<file path="config.mk">
export PLATFORM = sky130hd
export DESIGN_NAME = gouram_trace_drain
export DESIGN_NICKNAME = d
export VERILOG_FILES = /design/src/rtl/gouram_trace_drain.sv
export SDC_FILE = /design/constraint.sdc
export NUM_CORES = 2
export LEC_CHECK = 0
export ABC_AREA = 1
export BUFFER_PORTS_ARGS = -buffer_cell sky130_fd_sc_hd__buf_2
export CELL_PAD_IN_SITES_DETAIL_PLACEMENT = 2
export CELL_PAD_IN_SITES_GLOBAL_PLACEMENT = 2
export CORE_MARGIN = 5
export CORE_UTILIZATION = 46
export DETAILED_ROUTE_END_ITERATION = 10
export PLACE_DENSITY = 0.91
export REMOVE_ABC_BUFFERS = 1
export SLEW_MARGIN = 20
export SYNTH_ARGS = -nofsm -noshare
export SYNTH_HDL_FRONTEND = slang
export SYNTH_SLANG_ARGS = --single-unit
</file>
<file path="constraint.sdc">
create_clock -name clk -period 25.7 [get_ports clk]
set_clock_uncertainty 0.15 [all_clocks]
set_input_delay 0 -clock clk [delete_from_list [all_inputs] [get_ports clk]]
set_output_delay 0 -clock clk [all_outputs]
set_load 0.01 [all_outputs]
</file>
<file path="src/rtl/gouram_trace_drain.sv">
// gouram_trace_drain
//   Consumer end of the Gouram trace output. Buffers RECORD_WIDTH-bit trace
//   records in a FIFO and serialises each one, least significant word first,
//   onto a WORD_WIDTH-bit valid/ready stream. The trace unit cannot be
//   stalled, so records that arrive while the FIFO is full are dropped and
//   counted.
//
// Ports
//   clk, rst_n        clock, asynchronous active-low reset
//   trace_data_i      record from the trace unit
//   trace_valid_i     record valid this cycle
//   clear_i           synchronous clear of counters and overflow flag
//   word_o            current output beat
//   word_valid_o      beat valid
//   word_ready_i      sink accepts beat
//   word_last_o       final beat of a record
//   fifo_level_o      occupied FIFO entries (excludes the record being sent)
//   record_count_o    records accepted (wraps)
//   drop_count_o      records dropped (saturates)
//   overflow_o        sticky: at least one drop since reset/clear
//
// FSM
//   IDLE | shift register empty, waiting for a buffered record
//   SEND | presenting beat beat_q of the record held in shift_q
module gouram_trace_drain #(
  parameter int FIFO_DEPTH   = 8,
  parameter int RECORD_WIDTH = 160,
  parameter int WORD_WIDTH   = 32
) (
  input  logic                          clk,
  input  logic                          rst_n,
  input  logic [RECORD_WIDTH-1:0]       trace_data_i,
  input  logic                          trace_valid_i,
  input  logic                          clear_i,
  output logic [WORD_WIDTH-1:0]         word_o,
  output logic                          word_valid_o,
  input  logic                          word_ready_i,
  output logic                          word_last_o,
  output logic [$clog2(FIFO_DEPTH):0]   fifo_level_o,
  output logic [31:0]                   record_count_o,
  output logic [15:0]                   drop_count_o,
  output logic                          overflow_o
);

  localparam int BEATS = RECORD_WIDTH / WORD_WIDTH;
  localparam int PW    = $clog2(FIFO_DEPTH);
  localparam int LW    = PW + 1;
  localparam int BW    = (BEATS > 1) ? $clog2(BEATS) : 1;

  typedef enum logic {IDLE = 1'b0, SEND = 1'b1} state_t;

  state_t                  state_q, state_d;
  logic [RECORD_WIDTH-1:0] mem_q [FIFO_DEPTH];
  logic [PW-1:0]           wr_ptr_q, rd_ptr_q;
  logic [LW-1:0]           level_q, level_d;
  logic [RECORD_WIDTH-1:0] shift_q;
  logic [BW-1:0]           beat_q;
  logic [31:0]             record_count_q;
  logic [15:0]             drop_count_q;
  logic                    overflow_q;

  logic non_empty, full, last_beat, hs, pop, push, drop;

  assign non_empty = (level_q != '0);
  assign full      = (level_q == LW'(FIFO_DEPTH));
  assign last_beat = (beat_q == BW'(BEATS - 1));

  // FSM: state register
  always_ff @(posedge clk or negedge rst_n) begin
    if (!rst_n) state_q <= IDLE;
    else        state_q <= state_d;
  end

  // FSM: next state
  always_comb begin
    state_d = state_q;
    case (state_q)
      IDLE: if (non_empty) state_d = SEND;
      SEND: if (hs && last_beat && !non_empty) state_d = IDLE;
      default: state_d = IDLE;
    endcase
  end

  // FSM: outputs. The head is popped either from IDLE or on the final
  // handshake of a record, which gives back-to-back records with no bubble.
  always_comb begin
    word_valid_o = (state_q == SEND);
    word_last_o  = (state_q == SEND) && last_beat;
    word_o       = shift_q[WORD_WIDTH-1:0];
    hs           = (state_q == SEND) && word_ready_i;
    pop          = ((state_q == IDLE) && non_empty) ||
                   (hs && last_beat && non_empty);
  end

  // A full FIFO still accepts a record when the same edge pops the head.
  always_comb begin
    push    = trace_valid_i && (!full || pop);
    drop    = trace_valid_i && full && !pop;
    level_d = level_q;
    case ({push, pop})
      2'b10:   level_d = level_q + LW'(1);
      2'b01:   level_d = level_q - LW'(1);
      default: level_d = level_q;
    endcase
  end

  // Storage is not reset; only entries below the level are ever read.
  always_ff @(posedge clk) begin
    if (push) mem_q[wr_ptr_q] <= trace_data_i;
  end

  always_ff @(posedge clk or negedge rst_n) begin
    if (!rst_n) begin
      wr_ptr_q <= '0;
      rd_ptr_q <= '0;
      level_q  <= '0;
      shift_q  <= '0;
      beat_q   <= '0;
    end else begin
      if (push) wr_ptr_q <= wr_ptr_q + PW'(1);
      if (pop)  rd_ptr_q <= rd_ptr_q + PW'(1);
      level_q <= level_d;
      if (pop) begin
        shift_q <= mem_q[rd_ptr_q];
        beat_q  <= '0;
      end else if (hs && !last_beat) begin
        shift_q <= shift_q >> WORD_WIDTH;
        beat_q  <= beat_q + BW'(1);
      end
    end
  end

  // Counters; clear takes priority over a same-cycle push or drop.
  always_ff @(posedge clk or negedge rst_n) begin
    if (!rst_n) begin
      record_count_q <= '0;
      drop_count_q   <= '0;
      overflow_q     <= 1'b0;
    end else if (clear_i) begin
      record_count_q <= '0;
      drop_count_q   <= '0;
      overflow_q     <= 1'b0;
    end else begin
      if (push) record_count_q <= record_count_q + 32'd1;
      if (drop) begin
        if (drop_count_q != 16'hFFFF) drop_count_q <= drop_count_q + 16'd1;
        overflow_q <= 1'b1;
      end
    end
  end

  assign fifo_level_o   = level_q;
  assign record_count_o = record_count_q;
  assign drop_count_o   = drop_count_q;
  assign overflow_o     = overflow_q;

endmodule

</file>
==> summary by stage <==
Die
between 200 and 300 I/O pins were placed. The horizontal extent of the die is 372 um. The starting density of the core is 46.4%.

From bottom edge to top edge, the die measures approximately 370 um. The floorplan step defined a die boundary enclosing about 140000 sq um. The core region is 130000 sq um. The row count is 132.

Setup path
The worst setup path is captured at a flip-flop. The worst setup path is launched from a flip-flop. The startpoint of the most critical setup path is rd_ptr_q[0]$_DFFE_PN0N_.

The arrival time reported for the critical path endpoint is approximately 6100 ps. At the worst endpoint, the required time is about 26000 ps. The source of the worst register-to-register timing path is rd_ptr_q[0]$_DFFE_PN0N_. Along the worst path, the maximum fanout reaches between 100 and 150. The classification of the worst setup path is flip-flop to flip-flop.

Timing
The worst-case headroom to the max-slew limit is about 14%. The share of the clock period used by the worst path after layout is 21.7%. Setup repair after global routing left no endpoint under its margin. Setup violations remaining at the end of the flow were counted as 0. The upper clock frequency limit is about 0.18 GHz. At the pin with the least slew margin, the transition time is 1290 ps. On the final layout, the worst hold slack is 75.2 ps. The number of slew-limit violations in the final report is 0. The worst path in the final design needs a cycle of 5570 ps, including I/O delays and setup. The count of endpoints failing hold in the final timing report is 0.

Logic synthesis
In the synthesized netlist, the number of instances is between 4000 and 5000. The count of flip-flops with a built-in enable after synthesis is 1280. Dividing the synthesized area by the synthesized cell count gives ~12 sq um. The cell area after synthesis is approximately 60000 sq um.

For this run, the leading register cell type out of synthesis is sky130_fd_sc_hd__edfxtp_1. The flip-flop and latch count after synthesis is 1503. Of the synthesized area, sequential elements account for 73.1%. The yosys synthesis warning count is 0. The proportion of synthesized flip-flops having asynchronous set or reset is 14.8%. The number of distinct library cells after synthesis is 33.

Drt
Dividing the detail-routed via count by the number of cells gives 7.17. Wires add up to between 300000 and 400000 um. After detailed routing, the number of remaining DRC violations is 0. The number of detailed-route iterations in the first pass is 6. The detailed router finished its first iteration with 9744 violations. The remaining antenna violation count is 0. Dividing the detail-routed wire length by the instance count gives 43.4 um. Across all layers, the routed design uses 52500 vias.

Layout
Cells with a size suffix above 1 make up 10.7% of the layout. The layout overhead on the synthesized area is 18.4%. The library cells used most frequently in the layout, excluding fill and tap cells, are 1280 x sky130_fd_sc_hd__edfxtp_1, 1138 x sky130_fd_sc_hd__nor2_1, 661 x sky130_fd_sc_hd__o21ai_0, 405 x sky130_fd_sc_hd__nand2_1, 326 x sky130_fd_sc_hd__dlygate4sd3_1.

The most common cell after layout, fill and taps aside is sky130_fd_sc_hd__edfxtp_1. Counting the fill cells in the layout gives 12100. For this run, the post-layout net count is 5576.

The finished cells cover 71300 sq um.

Power
Summed over all cells, the static leakage comes to 0.0249 uW. The total internal power is 5120 uW. The analysis attributes to net switching a power of 4090 uW. Combinational logic burns approximately a third of the power. Net switching is roughly 44% of the power. Power spread over the standard cell area amounts to 129 nW/um^2. IR analysis of the VDD net gives a maximum drop of 0.103 mV.

Per report_power, the sequential group accounts for 37.6% of the total. The clock share of power is between 20% and 30%.

Clock tree
The root cell of the clock tree is sky130_fd_sc_hd__clkbuf_16. The clock-pin slew on the worst setup and hold paths is around 80 ps. The clock tree from TritonCTS is built. The number of buffers added by the clock tree synthesis step is 158. The post-cts resize count is 0. The number of buffers inserted by post-CTS setup repair is 0.

The hold buffer count at cts is 327. The deepest clock path buffer count is 3. CTS built an H-tree with a depth of 4. The clock drives 1503 sinks. For the worst-skew pair, the clock arrives at the later sink with an insertion delay of 850 ps.

Global routing
The first global-routing pass estimated 418000 um of wire. The initial antenna violation count was 34. The maximum number of pins on one net before global-route repair is between 200 and 250.

Across every metal layer, demand over resource in global routing totals 42.1%. The number of global-route vias before repair is 52700. The residual overflow from global routing is 0.

Place
Once placement finished, the instance area stood at roughly 63000 sq um. The global placer's final weighted congestion is 0.772. The count of input and output buffers is 251.

The HPWL after detailed placement is approximately 120000 um.

Status
The run finished with clean final reports.

Hold path
In this run the worst hold path is classified as input pin to flip-flop. The beginning of the worst hold path is trace_data_i[122].

Flow run
Across the run, the number of max-cap violations was 0.
worst paths after layout:
kind / cells past startpoint / slack, ps / end
worst max-delay path: 10 / 20130 / shift_q[54]$_DFFE_PN0P_
worst min-delay path: 2 / 80 / mem_q[3][122]$_DFFE_PP_
worst max register to register: 10 / 20130 / shift_q[54]$_DFFE_PN0P_
worst min register to register: 2 / 390 / fifo_level_o[2]$_DFFE_PN0P_
max in group asynchronous: 5 / 23540 / shift_q[16]$_DFFE_PN0P_
min in group asynchronous: 4 / 270 / drop_count_o[5]$_DFFE_PN0P_
cell type report:
cell class	count	area, sq um	share of cell area [%]
diodes	40	100	0.140
clock buffers	227	4630	6.50
clock inverters	66	619	0.869
inverters	92	373	0.523
multi-input cells	3017	14200	19.9
flip-flops and latches	1503	44000	61.8
well taps	1742	2180	3.06
repair buffers	632	5130	7.20
cells by family after synthesis:
| family | Yosys count | share of synthesized area, % |
|---|---|---|
| adders and majority gates | 7 | 0.145 |
| AOI/OAI and AO/OA | 1233 | 11.6 |
| buffers and inverters | 444 | 3.44 |
| DFF | 1503 | 73.1 |
| and+or+nand+nor | 1758 | 11.5 |
| xor gates and xnor gates | 19 | 0.276 |
worst max-delay path: stages (launching register included):
cell	delay (ps)
sky130_fd_sc_hd__dfrtp_4	760
sky130_fd_sc_hd__inv_8	760
sky130_fd_sc_hd__buf_12	580
sky130_fd_sc_hd__buf_16	450
sky130_fd_sc_hd__buf_4	920
sky130_fd_sc_hd__nor2_1	190
sky130_fd_sc_hd__nor2_1	200
sky130_fd_sc_hd__o21ai_1	180
sky130_fd_sc_hd__o211ai_1	260
sky130_fd_sc_hd__nand2_1	140
sky130_fd_sc_hd__a21oi_1	390
sequential cells by signal (all words and copies together) (netlist names):
name	cells
beat_q	3
drop_count_o	16
fifo_level_o	4
mem_q	1280
overflow_o	1
rd_ptr_q	3
record_count_o	32
shift_q	160
word_valid_o	1
wr_ptr_q	3
cell usage after synthesis, types with 3 or more instances:
cell type,count,area share (%)
sky130_fd_sc_hd__buf_4,59,0.74
sky130_fd_sc_hd__a21oi_1,54,0.45
sky130_fd_sc_hd__o22ai_1,44,0.46
sky130_fd_sc_hd__o31ai_1,4,0.050
sky130_fd_sc_hd__inv_2,6,0.037
sky130_fd_sc_hd__inv_1,85,0.53
sky130_fd_sc_hd__nor2_1,1146,7.1
sky130_fd_sc_hd__o21ai_0,661,5.5
sky130_fd_sc_hd__nand3_1,170,1.4
sky130_fd_sc_hd__nand2_1,405,2.5
sky130_fd_sc_hd__o211ai_1,172,2.1
sky130_fd_sc_hd__a31oi_1,32,0.33
sky130_fd_sc_hd__buf_2,78,0.65
sky130_fd_sc_hd__o21ai_1,189,1.6
sky130_fd_sc_hd__xor2_1,16,0.23
sky130_fd_sc_hd__o221ai_1,32,0.47
sky130_fd_sc_hd__buf_1,47,0.29
sky130_fd_sc_hd__dfrtp_1,223,9.3
sky130_fd_sc_hd__buf_6,11,0.21
sky130_fd_sc_hd__a21oi_2,20,0.29
sky130_fd_sc_hd__nand4_1,27,0.28
sky130_fd_sc_hd__ha_1,7,0.15
sky130_fd_sc_hd__xnor2_1,3,0.044
sky130_fd_sc_hd__o21bai_1,25,0.31
sky130_fd_sc_hd__edfxtp_1,1280,64
sky130_fd_sc_hd__clkbuf_1,157,0.98
power by group through the flow:
| stage | clock network, uW | registers, uW | logic (uW) |
|---|---|---|---|
| finish | 2630 | 3460 | 3120 |
| detailed placement | 0 | 3370 | 2390 |
| global placement | 0 | 3310 | 2120 |
| floorplan | 0 | 3490 | 1440 |
| CTS | 2450 | 3370 | 2680 |
| global route | 2680 | 3450 | 3110 |
metrics by stage:
stage               cells  power (uW)  utilization [%]  setup slack [ps]  setup TNS [ps]
global placement     6656        5430             48.2             20680               0
detailed placement   6656        5760             48.2             20520               0
global route         7299        9240             54.9             20300               0
floorplan            4612        4920                -              -210           -7220
finish               7319        9210             54.9             20130               0
CTS                  7276        8500             54.8             20320               0
routing by layer:
layer	up-vias	share of wire [%]	track usage, %	wire length (um)
met3	1740	12	8.98	36800
met1	26300	33	52.0	106000
li1	18700	-	-	-
met2	5745	46	69.4	147000
met4	16	8.6	23.4	27400
met5	-	0.039	0	124
No activity file was read; power rests on OpenSTA's default activity.
